--- config.mk ---
export PLATFORM = sky130hd
export DESIGN_NAME = seg_capture_flat
export DESIGN_NICKNAME = d
export VERILOG_FILES = /design/src/rtl/seg_capture_if.sv /design/src/rtl/seg_capture.sv /design/src/flat_wrapper.sv
export SDC_FILE = /design/constraint.sdc
export NUM_CORES = 1
export LEC_CHECK = 0
export ABC_CLOCK_PERIOD_IN_PS = 4170
export BUFFER_PORTS_ARGS = -buffer_cell sky130_fd_sc_hd__buf_2
export CAP_MARGIN = 10
export CORE_UTILIZATION = 36
export CTS_CLUSTER_DIAMETER = 50
export DETAILED_ROUTE_END_ITERATION = 10
export PLACE_DENSITY = 0.64
export SYNTH_ARGS = -nofsm -noshare
export SYNTH_HDL_FRONTEND = slang
export SYNTH_SLANG_ARGS = --single-unit
--- constraint.sdc ---
create_clock -name clk -period 4.17 [get_ports clk]
set_clock_uncertainty 0.15 [all_clocks]
set_input_delay 0.834 -clock clk [delete_from_list [all_inputs] [get_ports clk]]
set_output_delay 0.834 -clock clk [all_outputs]
set_load 0.01 [all_outputs]
--- src/rtl/seg_capture_if.sv ---
// Scanned 7-segment display bus and captured-frame outputs of seg_capture.
// Defining SEG_CAPTURE_BLANK_EN adds the frame_blank output.
interface seg_capture_if;
    logic        a, b, c, d, e, f, g;
    logic        dp;
    logic [7:0]  ds;
    logic        frame_ack;
    logic [31:0] frame_digits;
    logic [7:0]  frame_dp;
    logic [7:0]  frame_bad;
    logic        frame_valid;
    logic        overrun;
    logic        ds_err;
`ifdef SEG_CAPTURE_BLANK_EN
    logic [7:0]  frame_blank;

    modport master (
        output a, b, c, d, e, f, g, dp, ds, frame_ack,
        input  frame_digits, frame_dp, frame_bad, frame_valid, overrun, ds_err, frame_blank
    );
    modport slave (
        input  a, b, c, d, e, f, g, dp, ds, frame_ack,
        output frame_digits, frame_dp, frame_bad, frame_valid, overrun, ds_err, frame_blank
    );
`else
    modport master (
        output a, b, c, d, e, f, g, dp, ds, frame_ack,
        input  frame_digits, frame_dp, frame_bad, frame_valid, overrun, ds_err
    );
    modport slave (
        input  a, b, c, d, e, f, g, dp, ds, frame_ack,
        output frame_digits, frame_dp, frame_bad, frame_valid, overrun, ds_err
    );
`endif
endinterface

--- src/rtl/seg_capture.sv ---
// Captures an 8-digit frame from a scanned 7-segment display bus.
// Optional macro SEG_CAPTURE_BLANK_EN: all-off pattern decodes as a valid blank digit.
module seg_capture #(
    parameter int unsigned STABLE_CYCLES = 4
) (
    input  logic          clk,
    input  logic          rst_n,
    seg_capture_if.slave  seg_bus
);
    localparam int unsigned NDIG  = 8;
    localparam int unsigned SEGW  = 7;
    localparam int unsigned NIBW  = 4;
    localparam int unsigned CNTW  = 8;
    localparam int unsigned WORDW = NDIG + SEGW + 1;
    localparam int unsigned FRMW  = NDIG * NIBW;

    // Capture fires on the cycle the counter steps from STABLE_CYCLES-2 to STABLE_CYCLES-1.
    localparam logic [CNTW-1:0] CAP_CNT  = CNTW'(STABLE_CYCLES - 2);
    localparam logic [CNTW-1:0] CNT_MAX  = {CNTW{1'b1}};
    localparam logic [NDIG-1:0] ALL_SEEN = {NDIG{1'b1}};

    // Returns {bad, nibble}; unmatched patterns give bad=1 and nibble 0.
    function automatic logic [NIBW:0] decode_seg(input logic [SEGW-1:0] seg);
        logic [NIBW:0] r;
        r = {1'b1, NIBW'(0)};
        case (seg)
            7'b0111111: r = {1'b0, 4'h0};
            7'b0000110: r = {1'b0, 4'h1};
            7'b1011011: r = {1'b0, 4'h2};
            7'b1001111: r = {1'b0, 4'h3};
            7'b1100110: r = {1'b0, 4'h4};
            7'b1101101: r = {1'b0, 4'h5};
            7'b1111101: r = {1'b0, 4'h6};
            7'b0000111: r = {1'b0, 4'h7};
            7'b1111111: r = {1'b0, 4'h8};
            7'b1101111: r = {1'b0, 4'h9};
            7'b1110111: r = {1'b0, 4'hA};
            7'b1111100: r = {1'b0, 4'hB};
            7'b0111001: r = {1'b0, 4'hC};
            7'b1011110: r = {1'b0, 4'hD};
            7'b1111001: r = {1'b0, 4'hE};
            7'b1110001: r = {1'b0, 4'hF};
`ifdef SEG_CAPTURE_BLANK_EN
            7'b0000000: r = {1'b0, 4'h0};
`endif
            default:    r = {1'b1, NIBW'(0)};
        endcase
        return r;
    endfunction

    logic [SEGW-1:0]  seg_raw_c;
    logic [SEGW-1:0]  seg_s1_q, seg_s2_q;
    logic             dp_s1_q, dp_s2_q;
    logic [NDIG-1:0]  ds_s1_q, ds_s2_q;

    logic [WORDW-1:0] word_c, word_q;
    logic [CNTW-1:0]  cnt_q, cnt_d;

    logic [NDIG-1:0]  seen_q, seen_d;
    logic [FRMW-1:0]  work_dig_q, work_dig_d;
    logic [NDIG-1:0]  work_dp_q, work_dp_d;
    logic [NDIG-1:0]  work_bad_q, work_bad_d;

    logic [FRMW-1:0]  frame_dig_q, frame_dig_d;
    logic [NDIG-1:0]  frame_dp_q, frame_dp_d;
    logic [NDIG-1:0]  frame_bad_q, frame_bad_d;
    logic             frame_valid_q, frame_valid_d;
    logic             overrun_q, overrun_d;
    logic             ds_err_q, ds_err_d;

`ifdef SEG_CAPTURE_BLANK_EN
    logic [NDIG-1:0]  work_blank_q, work_blank_d;
    logic [NDIG-1:0]  frame_blank_q, frame_blank_d;
`endif

    logic             changed_c;
    logic             stable_hit_c;
    logic [NDIG-1:0]  ds_low_c;
    logic             one_low_c;
    logic             multi_low_c;
    logic             capture_c;
    logic             complete_c;
    logic [NIBW:0]    dec_c;
    logic [NDIG-1:0]  seen_upd_c;

    assign seg_raw_c = {seg_bus.g, seg_bus.f, seg_bus.e, seg_bus.d,
                        seg_bus.c, seg_bus.b, seg_bus.a};

    // Two-flop synchronizers; ds idles high, segments idle low.
    always_ff @(posedge clk or negedge rst_n) begin
        if (!rst_n) begin
            seg_s1_q <= '0;
            seg_s2_q <= '0;
            dp_s1_q  <= 1'b0;
            dp_s2_q  <= 1'b0;
            ds_s1_q  <= '1;
            ds_s2_q  <= '1;
        end else begin
            seg_s1_q <= seg_raw_c;
            seg_s2_q <= seg_s1_q;
            dp_s1_q  <= seg_bus.dp;
            dp_s2_q  <= dp_s1_q;
            ds_s1_q  <= seg_bus.ds;
            ds_s2_q  <= ds_s1_q;
        end
    end

    // Capture and frame state registers.
    always_ff @(posedge clk or negedge rst_n) begin
        if (!rst_n) begin
            word_q        <= {{NDIG{1'b1}}, {SEGW{1'b0}}, 1'b0};
            cnt_q         <= '0;
            seen_q        <= '0;
            work_dig_q    <= '0;
            work_dp_q     <= '0;
            work_bad_q    <= '0;
            frame_dig_q   <= '0;
            frame_dp_q    <= '0;
            frame_bad_q   <= '0;
            frame_valid_q <= 1'b0;
            overrun_q     <= 1'b0;
            ds_err_q      <= 1'b0;
`ifdef SEG_CAPTURE_BLANK_EN
            work_blank_q  <= '0;
            frame_blank_q <= '0;
`endif
        end else begin
            word_q        <= word_c;
            cnt_q         <= cnt_d;
            seen_q        <= seen_d;
            work_dig_q    <= work_dig_d;
            work_dp_q     <= work_dp_d;
            work_bad_q    <= work_bad_d;
            frame_dig_q   <= frame_dig_d;
            frame_dp_q    <= frame_dp_d;
            frame_bad_q   <= frame_bad_d;
            frame_valid_q <= frame_valid_d;
            overrun_q     <= overrun_d;
            ds_err_q      <= ds_err_d;
`ifdef SEG_CAPTURE_BLANK_EN
            work_blank_q  <= work_blank_d;
            frame_blank_q <= frame_blank_d;
`endif
        end
    end

    // Stability tracking, digit capture and frame hand-off.
    always_comb begin
        word_c        = {ds_s2_q, seg_s2_q, dp_s2_q};
        changed_c     = (word_c != word_q);
        cnt_d         = cnt_q;
        work_dig_d    = work_dig_q;
        work_dp_d     = work_dp_q;
        work_bad_d    = work_bad_q;
        frame_dig_d   = frame_dig_q;
        frame_dp_d    = frame_dp_q;
        frame_bad_d   = frame_bad_q;
        frame_valid_d = frame_valid_q;
        overrun_d     = overrun_q;
        ds_err_d      = ds_err_q;
`ifdef SEG_CAPTURE_BLANK_EN
        work_blank_d  = work_blank_q;
        frame_blank_d = frame_blank_q;
`endif

        if (changed_c) begin
            cnt_d = '0;
        end else if (cnt_q != CNT_MAX) begin
            cnt_d = cnt_q + CNTW'(1);
        end

        ds_low_c     = ~ds_s2_q;
        one_low_c    = (ds_low_c != '0) && ((ds_low_c & (ds_low_c - NDIG'(1))) == '0);
        multi_low_c  = (ds_low_c != '0) && !one_low_c;
        stable_hit_c = !changed_c && (cnt_q == CAP_CNT);
        capture_c    = stable_hit_c && one_low_c;
        dec_c        = decode_seg(seg_s2_q);

        if (stable_hit_c && multi_low_c) begin
            ds_err_d = 1'b1;
        end

        seen_upd_c = seen_q;
        if (capture_c) begin
            for (int i = 0; i < int'(NDIG); i++) begin
                if (ds_low_c[i]) begin
                    work_dig_d[NIBW*i +: NIBW] = dec_c[NIBW-1:0];
                    work_dp_d[i]               = dp_s2_q;
                    work_bad_d[i]              = dec_c[NIBW];
`ifdef SEG_CAPTURE_BLANK_EN
                    work_blank_d[i]            = (seg_s2_q == '0);
`endif
                end
            end
            seen_upd_c = seen_q | ds_low_c;
        end

        complete_c = (seen_upd_c == ALL_SEEN);
        seen_d     = complete_c ? '0 : seen_upd_c;

        if (complete_c) begin
            if (!frame_valid_q || seg_bus.frame_ack) begin
                frame_dig_d   = work_dig_d;
                frame_dp_d    = work_dp_d;
                frame_bad_d   = work_bad_d;
`ifdef SEG_CAPTURE_BLANK_EN
                frame_blank_d = work_blank_d;
`endif
                frame_valid_d = 1'b1;
            end else begin
                overrun_d = 1'b1;
            end
        end else if (seg_bus.frame_ack && frame_valid_q) begin
            frame_valid_d = 1'b0;
        end
    end

    assign seg_bus.frame_digits = frame_dig_q;
    assign seg_bus.frame_dp     = frame_dp_q;
    assign seg_bus.frame_bad    = frame_bad_q;
    assign seg_bus.frame_valid  = frame_valid_q;
    assign seg_bus.overrun      = overrun_q;
    assign seg_bus.ds_err       = ds_err_q;
`ifdef SEG_CAPTURE_BLANK_EN
    assign seg_bus.frame_blank  = frame_blank_q;
`endif

endmodule

--- src/flat_wrapper.sv ---
// flat-port wrapper written by rule: the top's interface ports become plain ports
module seg_capture_flat 
#(
    parameter int unsigned STABLE_CYCLES = 4
)
  (clk, rst_n, seg_bus_a, seg_bus_b, seg_bus_c, seg_bus_d, seg_bus_e, seg_bus_f, seg_bus_g, seg_bus_dp, seg_bus_ds, seg_bus_frame_ack, seg_bus_frame_digits, seg_bus_frame_dp, seg_bus_frame_bad, seg_bus_frame_valid, seg_bus_overrun, seg_bus_ds_err);
  seg_capture_if seg_bus_i ();
  input  logic clk;
  input  logic rst_n;
  input wire logic [$bits(seg_bus_i.a)-1:0] seg_bus_a;
  input wire logic [$bits(seg_bus_i.b)-1:0] seg_bus_b;
  input wire logic [$bits(seg_bus_i.c)-1:0] seg_bus_c;
  input wire logic [$bits(seg_bus_i.d)-1:0] seg_bus_d;
  input wire logic [$bits(seg_bus_i.e)-1:0] seg_bus_e;
  input wire logic [$bits(seg_bus_i.f)-1:0] seg_bus_f;
  input wire logic [$bits(seg_bus_i.g)-1:0] seg_bus_g;
  input wire logic [$bits(seg_bus_i.dp)-1:0] seg_bus_dp;
  input wire logic [$bits(seg_bus_i.ds)-1:0] seg_bus_ds;
  input wire logic [$bits(seg_bus_i.frame_ack)-1:0] seg_bus_frame_ack;
  output wire logic [$bits(seg_bus_i.frame_digits)-1:0] seg_bus_frame_digits;
  output wire logic [$bits(seg_bus_i.frame_dp)-1:0] seg_bus_frame_dp;
  output wire logic [$bits(seg_bus_i.frame_bad)-1:0] seg_bus_frame_bad;
  output wire logic [$bits(seg_bus_i.frame_valid)-1:0] seg_bus_frame_valid;
  output wire logic [$bits(seg_bus_i.overrun)-1:0] seg_bus_overrun;
  output wire logic [$bits(seg_bus_i.ds_err)-1:0] seg_bus_ds_err;
  assign seg_bus_i.a = seg_bus_a;
  assign seg_bus_i.b = seg_bus_b;
  assign seg_bus_i.c = seg_bus_c;
  assign seg_bus_i.d = seg_bus_d;
  assign seg_bus_i.e = seg_bus_e;
  assign seg_bus_i.f = seg_bus_f;
  assign seg_bus_i.g = seg_bus_g;
  assign seg_bus_i.dp = seg_bus_dp;
  assign seg_bus_i.ds = seg_bus_ds;
  assign seg_bus_i.frame_ack = seg_bus_frame_ack;
  assign seg_bus_frame_digits = seg_bus_i.frame_digits;
  assign seg_bus_frame_dp = seg_bus_i.frame_dp;
  assign seg_bus_frame_bad = seg_bus_i.frame_bad;
  assign seg_bus_frame_valid = seg_bus_i.frame_valid;
  assign seg_bus_overrun = seg_bus_i.overrun;
  assign seg_bus_ds_err = seg_bus_i.ds_err;
  seg_capture #(.STABLE_CYCLES(STABLE_CYCLES)) u_core (.clk(clk), .rst_n(rst_n), .seg_bus(seg_bus_i));
endmodule
==> run summary, run 1 <==
status: finished clean
RSZ-0062 raised after global routing: no
worst skew pair latency: 430 ps
global-route usage over all layers: 15.7%
top cell type's share of synthesized area: 53.6%
CTS tree: yes
final core occ: 44.5%
Post-CTS Setup Bufs: 0
largest family of logic cells by synthesized area: multiplexers
Most used DFF post-synth: dfrtp_1
post-CTS sizing: 0
crit path launch type: flop
Post-DRT Antenna Nets: 0
largest net degree at the start of global routing: 93
Core Footprint: 17400 um^2
routability cong.: 0.779
count of cell types in the netlist: 56
area of the multi-input gates: 2260 um^2
register area share after synthesis: 63.4%
global route hottest layer: met2
Vias: 3734
Rel. slew slack: 28.3%
setup_tns: 0 ps
grt total ovfl: 0
wire per inst: 17.5 um
most common cell in the netlist: dfrtp_1
root buffer cell: clkbuf_16
CTS max path bufs: 2
maximum clock frequency: 267 MHz
Synth Area in Adders: 0.540%
Yosys top cell by area: dfrtp_1
Sinks on Clock Net: 163
number of global-route vias before repair: 3944
Pwr Density: 424 nW/um^2
CP Max Fanout: 22
crit share post-route: 89.7%
Post-synth EDFFs: 0
Die Wd: 136 um
Hold Path Class: reg -> reg
GR Util met2: 23.8%
area grow syn2layout: 19.5%
final hold violations: 0
YS warnings: 0
first-pass GRT wire length: 21.6 mm
port bufs: 69
hold path depth: 0
die height: 136 um
worst hold slack: 193 ps
WL final: 13.3 mm
post-synthesis compound-gate area fraction: 4.32%
pin slew with the least headroom to its limit: 1070 ps
count of final setup violators: 0
critical path class: reg -> reg
Avg Synthesized Cell Area: 15.0 um^2
Area contributors post-synth: dfrtp_1 54%, mux2_2 12%, dfstp_2 9.7%, mux2_4 4.6%, xor2_1 2.6%
syn nets: 452
initial antenna violation count: 0
Post-CTS Hold Buffers: 0
DRT iter0 DRCs: 340
TritonCTS Buffers: 17
CP Capture Type: flop
diode count: 0
initial core utilization: 37.2%
R2R depth: 8
CP Data Required Time: 4330 ps
async set-reset flop share out of synthesis: 100%
share of layout cells above drive strength 1: 46.2%
Synth Cell Area: 6480 um^2
Pre-antenna DRT Iters: 4
minimum clock period: 3740 ps
simple logic cell fraction of the synthesized area: 8.93%
# rows: 48
Post-Synthesis Cells: 431
die area: 18600 um^2
HPWL after detailed placement: 8.85 mm
Slew Viols, Final: 0
Worst EP arrival: 3910 ps
register cell area after layout: 4110 um^2
NumNets Final: 540
Via density: 4.93
met3 GRT Util: 4.47%
dpl ws: 443 ps
Placed Cells: 725
leakage power figure: 3.93 nW
synth cell count leaders: 139 x dfrtp_1, 71 x mux2_2, 24 x dfstp_2, 20 x mux2_4, 19 x xor2_1
max-cap viol count: 0
flops & latches, synth: 163
Layout Cells excl Fill: 757
# IOs: 70
Synth Area in XOR/XNOR: 2.70%
H-tree levels: 4
filler instances: 1555
DR DRC count: 0
peak supply drop: 0.307 mV
Final WS setup: 428 ps
met1 track demand over resource: 21.1%
Worst-path clk slew: 60 ps
proportion of synthesized area in mux cells: 18.1%
## through the flow
step / cell area (um^2) / total power, mW
floorplan: 6480 / 1.71
global placement: 7160 / 1.77
detailed placement: 7160 / 1.77
CTS: 7750 / 3.32
global route: 7750 / 3.40
finish: 7750 / 3.28
## critical path: stages (launching register included)
cell	delay [ps]
dfrtp_1	530
xor2_1	230
nor4_2	400
nand4_4	370
o41ai_1	510
and4_1	310
nand4_4	370
buf_4	410
mux2_1	340
## path summary, 6_finish.rpt
kind,start,end,slack [ps]
max in group asynchronous,rst_n,u_core.word_q[15]$_DFF_PN1_,2590
max reg2reg,u_core.seg_s2_q[1]$_DFF_PN0_,u_core.seg_bus.frame_digits[12]$_DFFE_PN0P_,430
min,u_core.seg_s1_q[6]$_DFF_PN0_,u_core.seg_s2_q[6]$_DFF_PN0_,190
max,u_core.seg_s2_q[1]$_DFF_PN0_,u_core.seg_bus.frame_digits[12]$_DFFE_PN0P_,430
min reg2reg,u_core.seg_s1_q[6]$_DFF_PN0_,u_core.seg_s2_q[6]$_DFF_PN0_,190
min in group asynchronous,rst_n,u_core.dp_s1_q$_DFF_PN0_,370
## metal layers
layer / wire length (um) / up-vias
met1: 6290 / 1899
met5: 0 / -
met4: 209 / 0
met2: 6130 / 104
li1: - / 1709
met3: 623 / 22
## where the power goes
| group | total [mW] | internal (mW) | switching [mW] |
|---|---|---|---|
| clock | 1.54 | 0.913 | 0.628 |
| combinational | 0.101 | 0.0314 | 0.0699 |
| sequential | 1.64 | 1.62 | 0.0264 |
## cell usage in the layout (no fill, tap or decap), types with 3 or more instances in the layout
cell and instances:
and2_1 6, mux2_4 20, nand2b_1 5, o21ai_0 4, buf_4 15, nand3_1 8
xor2_1 19, dfstp_2 24, and3_1 4, clkbuf_16 17, mux2_1 5, a21o_1 3
nand4_1 6, or3_1 3, o41ai_1 4, dfrtp_1 139, nor4_4 6, inv_1 9
nand3b_1 3, buf_2 68, clkinv_4 3, clkinv_2 5, a21oi_1 6, nor2_1 13
nor3_1 6, nand2_1 12, mux2_2 71, o211ai_1 3
## final cells by class
| type | instances | area share, % |
|---|---|---|
| flip-flops and latches | 163 | 53.0 |
| well taps | 225 | 3.63 |
| clock inverters | 12 | 1.66 |
| inverters | 9 | 0.436 |
| multi-input cells | 243 | 29.1 |
| clock buffers | 20 | 5.89 |
| repair buffers | 85 | 6.25 |
## kinds of logic after synthesis
group,count (synthesis)
compound gates,38
xor+xnor,20
fa+ha+maj,3
buf+inv,25
flops,163
mux,98
simple gates,84
## sequential cells by signal (all words and copies together) (netlist names)
| signal | cells |
|---|---|
| u_core.ds_s1_q | 8 |
| u_core.dp_s2_q | 1 |
| u_core.seg_bus.frame_dp | 8 |
| u_core.work_dp_q | 8 |
| u_core.dp_s1_q | 1 |
| u_core.seg_s1_q | 7 |
| u_core.seg_bus.frame_digits | 32 |
| u_core.seg_s2_q | 7 |
| u_core.ds_s2_q | 8 |
| u_core.word_q | 16 |
| u_core.seg_bus.ds_err | 1 |
| u_core.cnt_q | 8 |
| u_core.seen_q | 8 |
| u_core.seg_bus.frame_valid | 1 |
| u_core.seg_bus.frame_bad | 8 |
| u_core.seg_bus.overrun | 1 |
| u_core.work_dig_q | 32 |
| u_core.work_bad_q | 8 |
Note: power is estimated with default switching activity, not from simulation.
==> run 2: changes to the inputs <==
Settings changed: BUFFER_PORTS_ARGS -buffer_cell sky130_fd_sc_hd__buf_2 to unset, DONT_BUFFER_PORTS set to 1, PLACE_DENSITY 0.64 to 0.61.
==> run summary, run 2 (synthesized netlist as in run 1, its figures left out) <==
status: complete, but fails checks (was finished clean)
failing checks: negative hold slack
crit share post-route: 79.9% (was 89.7%)
setup_tns: 0 ps (unchanged)
pin slew with the least headroom to its limit: 896 ps (was 1070 ps)
NumNets Final: 467 (was 540)
critical path class: reg -> reg (unchanged)
max-cap viol count: 0 (unchanged)
design area: 7390 um^2 (was 7750 um^2)
Rel. slew slack: 40.0% (was 28.3%)
DP Area: 6780 um^2 (was 7160 um^2)
Post-DRT Antenna Nets: 0 (unchanged)
number of global-route vias before repair: 3547 (was 3944)
post-CTS sizing: 0 (unchanged)
largest net degree at the start of global routing: 164 (was 93)
Final WS setup: 839 ps (was 428 ps)
Hold Path Class: in -> async (was reg -> reg)
die height: 136 um (unchanged)
# rows: 48 (unchanged)
initial antenna violation count: 0 (unchanged)
sw frac: 20.3% (was 22.1%)
internal power: 2.64 mW (was 2.56 mW)
reg2reg start: u_core.seg_s2_q[5]$_DFF_PN0_ (was u_core.seg_s2_q[1]$_DFF_PN0_)
dpl ws: 796 ps (was 443 ps)
Worst-path clk slew: 60 ps (about the same)
Core Footprint: 17400 um^2 (unchanged)
GR Util met2: 22.4% (was 23.8%)
Pre-antenna DRT Iters: 4 (unchanged)
H-tree levels: 4 (unchanged)
count of final setup violators: 0 (unchanged)
Worst EP arrival: 3480 ps (was 3910 ps)
CP Data Required Time: 4320 ps (was 4330 ps)
leakage power figure: 3.55 nW (was 3.93 nW)
CTS max path bufs: 2 (unchanged)
share of layout cells above drive strength 1: 37.5% (was 46.2%)
Sinks on Clock Net: 163 (unchanged)
total power: 3.31 mW (was 3.28 mW)
met1 track demand over resource: 18.5% (was 21.1%)
DRT iter0 DRCs: 248 (was 340)
initial core utilization: 37.2% (unchanged)
worst hold slack: -19.5 ps (was 193 ps)
Flop pwr share: 49.7% (was 50.0%)
crit path launch type: flop (unchanged)
CP Capture Type: flop (unchanged)
most frequent cells in the layout: 139 x dfrtp_1, 71 x mux2_2, 24 x dfstp_2 (was 139 x dfrtp_1, 71 x mux2_2, 68 x buf_2)
# IOs: 70 (unchanged)
maximum clock frequency: 300 MHz (was 267 MHz)
R2R setup slack: 840 ps (was 430 ps)
global route hottest layer: met2 (unchanged)
HPWL after detailed placement: 8.13 mm (was 8.85 mm)
global-route usage over all layers: 14.3% (was 15.7%)
Comb pwr share: 1.6% (was 3.1%)
wire per inst: 18.1 um (was 17.5 um)
CTS tree: yes (unchanged)
Die Wd: 136 um (unchanged)
Clock Power Share: 48.7% (was 46.9%)
area grow syn2layout: 14.0% (was 19.5%)
CP Max Fanout: 25 (was 22)
R2R Path End: u_core.seg_bus.frame_digits[10]$_DFFE_PN0P_ (was u_core.seg_bus.frame_digits[12]$_DFFE_PN0P_)
root buffer cell: clkbuf_16 (unchanged)
Slew Viols, Final: 0 (unchanged)
WL final: 12.4 mm (was 13.3 mm)
Setup crit start: u_core.seg_s2_q[5]$_DFF_PN0_ (was u_core.seg_s2_q[1]$_DFF_PN0_)
Via density: 5.02 (was 4.93)
worst skew pair latency: 410 ps (was 430 ps)
final hold violations: 28 (was 0)
grt total ovfl: 0 (unchanged)
routability cong.: 0.808 (was 0.779)
RSZ-0062 raised after global routing: no (unchanged)
first-pass GRT wire length: 19.8 mm (was 21.6 mm)
Post-CTS Setup Bufs: 0 (unchanged)
most common cell after layout, fill and taps aside: dfrtp_1 (unchanged)
Vias: 3433 (was 3734)
R2R depth: 8 (unchanged)
DR DRC count: 0 (unchanged)
Pwr Density: 448 nW/um^2 (was 424 nW/um^2)
diode count: 0 (unchanged)
peak supply drop: 0.292 mV (was 0.307 mV)
port bufs: 0 (was 69)
TritonCTS Buffers: 17 (unchanged)
met3 GRT Util: 4.81% (was 4.47%)
Switch Pwr: 0.670 mW (was 0.724 mW)
minimum clock period: 3330 ps (was 3740 ps)
die area: 18600 um^2 (unchanged)
run 2: how the worst max path moves through the flow:
| stage | endpoint | slack (ps) | depth (start not counted) |
|---|---|---|---|
| 2_1_floorplan | u_core.seg_bus.frame_bad[0]$_DFFE_PN0P_ | 1200 | 10 |
| 3_3_place_gp | u_core.seg_bus.frame_digits[10]$_DFFE_PN0P_ | 880 | 8 |
| 3_5_place_dp | u_core.seg_bus.frame_digits[10]$_DFFE_PN0P_ | 800 | 8 |
| 4_1_cts | u_core.seg_bus.frame_digits[10]$_DFFE_PN0P_ | 800 | 8 |
| 5_1_grt | u_core.seg_bus.frame_digits[10]$_DFFE_PN0P_ | 520 | 8 |
| 6_report | u_core.seg_bus.frame_digits[10]$_DFFE_PN0P_ | 840 | 8 |
run 2: per-stage QoR:
step | instances | utilization [%]
global route | 684 | 42.4
floorplan | 431 | -
global placement | 652 | 38.9
finish | 684 | 42.4
CTS | 684 | 42.4
detailed placement | 652 | 38.9
run 2: area by class of cell:
type,count,area [um^2]
fillers,1565,10000
flip-flops and latches,163,4110
multi-input cells,243,2260
clock buffers,19,433
well taps,225,282
clock inverters,13,184
repair buffers,12,90.1
inverters,9,33.8
run 2: worst max-delay path: stages, from the launching register on:
cell     delay [ps]
dfrtp_1         620
xor2_1          180
nor4_4          360
nand4_4         320
o41ai_1         500
and4_1          340
nand4_4          90
buf_4           280
mux2_1          370
run 2: layer usage:
metal	vias up	routed length, um
li1	1566	-
met1	1778	5620
met2	74	5950
met3	15	665
met4	0	146
met5	-	0
run 2: power groups by stage:
stage	clock [mW]	sequential (mW)	combinational [mW]
finish	1.61	1.64	0.0526
global route	1.72	1.65	0.0581
CTS	1.66	1.64	0.0533
detailed placement	0	1.67	0.0528
global placement	0	1.67	0.0524
floorplan	0	1.66	0.0506
==> run 3: changes to the inputs <==
Settings changed: ABC_CLOCK_PERIOD_IN_PS 4170 to 2900, PLACE_DENSITY 0.61 to 0.63.
Clock period 4.17 ns to 2.9 ns, I/O delays scaled along.
==> run summary, run 3 (synthesized netlist as in run 1, its figures left out) <==
crit path launch type: flop (unchanged)
# rows: 48 (unchanged)
peak supply drop: 0.413 mV (was 0.292 mV)
CTS tree: yes (unchanged)
port bufs: 0 (unchanged)
wire per inst: 18.0 um (was 18.1 um)
reg2reg start: u_core.ds_s2_q[7]$_DFF_PN1_ (was u_core.seg_s2_q[5]$_DFF_PN0_)
Comb pwr share: 3.0% (was 1.6%)
worst skew pair latency: 430 ps (was 410 ps)
Final WS setup: -3.98 ps (was 839 ps)
Hold Path Class: in -> async (unchanged)
HPWL after detailed placement: 8.60 mm (was 8.13 mm)
leakage power figure: 3.82 nW (was 3.55 nW)
Die Wd: 136 um (unchanged)
Clock Power Share: 47.6% (was 48.7%)
R2R Path End: u_core.seg_bus.frame_bad[2]$_DFFE_PN0P_ (was u_core.seg_bus.frame_digits[10]$_DFFE_PN0P_)
Worst EP arrival: 3070 ps (was 3480 ps)
CTS max path bufs: 2 (unchanged)
Crit path buffers/inverters: 3 (was 1)
H-tree levels: 4 (unchanged)
worst path cell trace: buf_4 -> nand3_1 -> a211oi_2 -> a211oi_4 -> buf_12 -> o41ai_2 -> and4_4 -> nand4_4 -> buf_12 -> mux2_4 (was xor2_1 -> nor4_4 -> nand4_4 -> o41ai_1 -> and4_1 -> nand4_4 -> buf_4 -> mux2_1)
first-pass GRT wire length: 21.7 mm (was 19.8 mm)
R2R depth: 10 (was 8)
Pwr Density: 602 nW/um^2 (was 448 nW/um^2)
initial antenna violation count: 0 (unchanged)
Sinks on Clock Net: 163 (unchanged)
max-cap viol count: 0 (unchanged)
crit-path leading delay family: compound AO/OA/AOI/OAI gates (was simple AND/OR/NAND/NOR gates)
sw frac: 22.5% (was 20.3%)
internal power: 3.68 mW (was 2.64 mW)
area grow syn2layout: 21.5% (was 14.0%)
number of global-route vias before repair: 3954 (was 3547)
failing checks: negative hold slack, negative setup slack (was negative hold slack)
diode count: 0 (unchanged)
most frequent cells in the layout: 139 x dfrtp_1, 71 x mux2_2, 41 x buf_4 (was 139 x dfrtp_1, 71 x mux2_2, 24 x dfstp_2)
setup_tns: -3.98 ps (was 0 ps)
Top cell by count, worst path: buf_12 (was nand4_4)
Rel. slew slack: 32.1% (was 40.0%)
crit share post-route: 100% (was 79.9%)
DP Area: 7050 um^2 (was 6780 um^2)
Worst-path clk slew: 70 ps (was 60 ps)
die area: 18600 um^2 (unchanged)
CP max-delay cell: dfstp_2 (was dfrtp_1)
DR DRC count: 0 (unchanged)
design area: 7880 um^2 (was 7390 um^2)
Core Footprint: 17400 um^2 (unchanged)
Slew Viols, Final: 0 (unchanged)
count of final setup violators: 1 (was 0)
Pre-antenna DRT Iters: 5 (was 4)
die height: 136 um (unchanged)
DRT iter0 DRCs: 428 (was 248)
RSZ-0062 raised after global routing: yes (was no)
CP Max Fanout: 25 (unchanged)
Switch Pwr: 1.07 mW (was 0.670 mW)
status: complete, but fails checks (unchanged)
Vias: 3619 (was 3433)
Via density: 4.96 (was 5.02)
dpl ws: -244 ps (was 796 ps)
CP Capture Type: flop (unchanged)
final hold violations: 163 (was 28)
initial core utilization: 37.2% (unchanged)
# IOs: 70 (unchanged)
TritonCTS Buffers: 17 (unchanged)
grt total ovfl: 0 (unchanged)
global-route usage over all layers: 15.7% (was 14.3%)
pin slew with the least headroom to its limit: 1010 ps (was 896 ps)
critical path's largest stage delay: 530 ps (was 620 ps)
Post-DRT Antenna Nets: 0 (unchanged)
critical path class: reg -> reg (unchanged)
minimum clock period: 2900 ps (was 3330 ps)
CP Data Required Time: 3060 ps (was 4320 ps)
WL final: 13.2 mm (was 12.4 mm)
largest net degree at the start of global routing: 164 (unchanged)
total power: 4.74 mW (was 3.31 mW)
worst hold slack: -292 ps (was -19.5 ps)
share of layout cells above drive strength 1: 44.8% (was 37.5%)
root buffer cell: clkbuf_16 (unchanged)
R2R setup slack: -4 ps (was 840 ps)
routability cong.: 0.812 (was 0.808)
maximum clock frequency: 344 MHz (was 300 MHz)
final core occ: 45.2% (was 42.4%)
Flop pwr share: 49.4% (was 49.7%)
Placed Cells: 682 (was 652)
most common cell after layout, fill and taps aside: dfrtp_1 (unchanged)
NumNets Final: 513 (was 467)
Layout Cells excl Fill: 730 (was 684)
## run 3: area by class of cell
| cell class | count | area, um^2 |
|---|---|---|
| multi-input cells | 243 | 2340 |
| clock buffers | 17 | 425 |
| repair buffers | 58 | 519 |
| inverters | 9 | 33.8 |
| fillers | 1532 | 9540 |
| flip-flops and latches | 163 | 4110 |
| clock inverters | 15 | 171 |
| well taps | 225 | 282 |
## run 3: how the worst max path moves through the flow
stage                     depth (start not counted)                                           to  slack, ps                         start
final                                            10      u_core.seg_bus.frame_bad[2]$_DFFE_PN0P_         -4   u_core.ds_s2_q[7]$_DFF_PN1_
after global routing                              8  u_core.seg_bus.frame_digits[26]$_DFFE_PN0P_       -140   u_core.ds_s2_q[5]$_DFF_PN1_
after CTS                                         9       u_core.seg_bus.frame_dp[0]$_DFFE_PN0P_         -7   u_core.ds_s2_q[5]$_DFF_PN1_
after detailed placement                          8   u_core.seg_bus.frame_digits[5]$_DFFE_PN0P_       -240   u_core.ds_s2_q[4]$_DFF_PN1_
after global placement                            7   u_core.seg_bus.frame_digits[5]$_DFFE_PN0P_       -110   u_core.ds_s2_q[7]$_DFF_PN1_
after floorplan                                  11      u_core.seg_bus.frame_bad[0]$_DFFE_PN0P_        -10  u_core.seg_s2_q[3]$_DFF_PN0_
## run 3: timing repair
| item | in CTS | in global routing |
|---|---|---|
| buffers inserted | 4 | 1 |
| hold endpoints to repair | 171 | 167 |
| gates cloned | 0 | 0 |
| resized for setup | 13 | 7 |
| hold buffers | 8 | 4 |
| setup endpoints to repair | 49 | 55 |
| pin swaps | 3 | 4 |
## run 3: per-layer routing
metal | vias up | GRT usage, % | part of all wire, %
met5 | - | 0 | 0
met3 | 17 | 5.85 | 6.4
met2 | 95 | 24.3 | 47
met1 | 1852 | 20.3 | 45
li1 | 1655 | - | -
met4 | 0 | 5.19 | 1.2
## run 3: power by group through the flow
stage / Clock (mW) / Combinational [mW] / Sequential [mW]
6_report: 2.26 / 0.141 / 2.34
5_1_grt: 2.43 / 0.153 / 2.35
4_1_cts: 2.33 / 0.137 / 2.34
3_5_place_dp: 0 / 0.122 / 2.38
3_3_place_gp: 0 / 0.120 / 2.38
2_1_floorplan: 0 / 0.0742 / 2.38
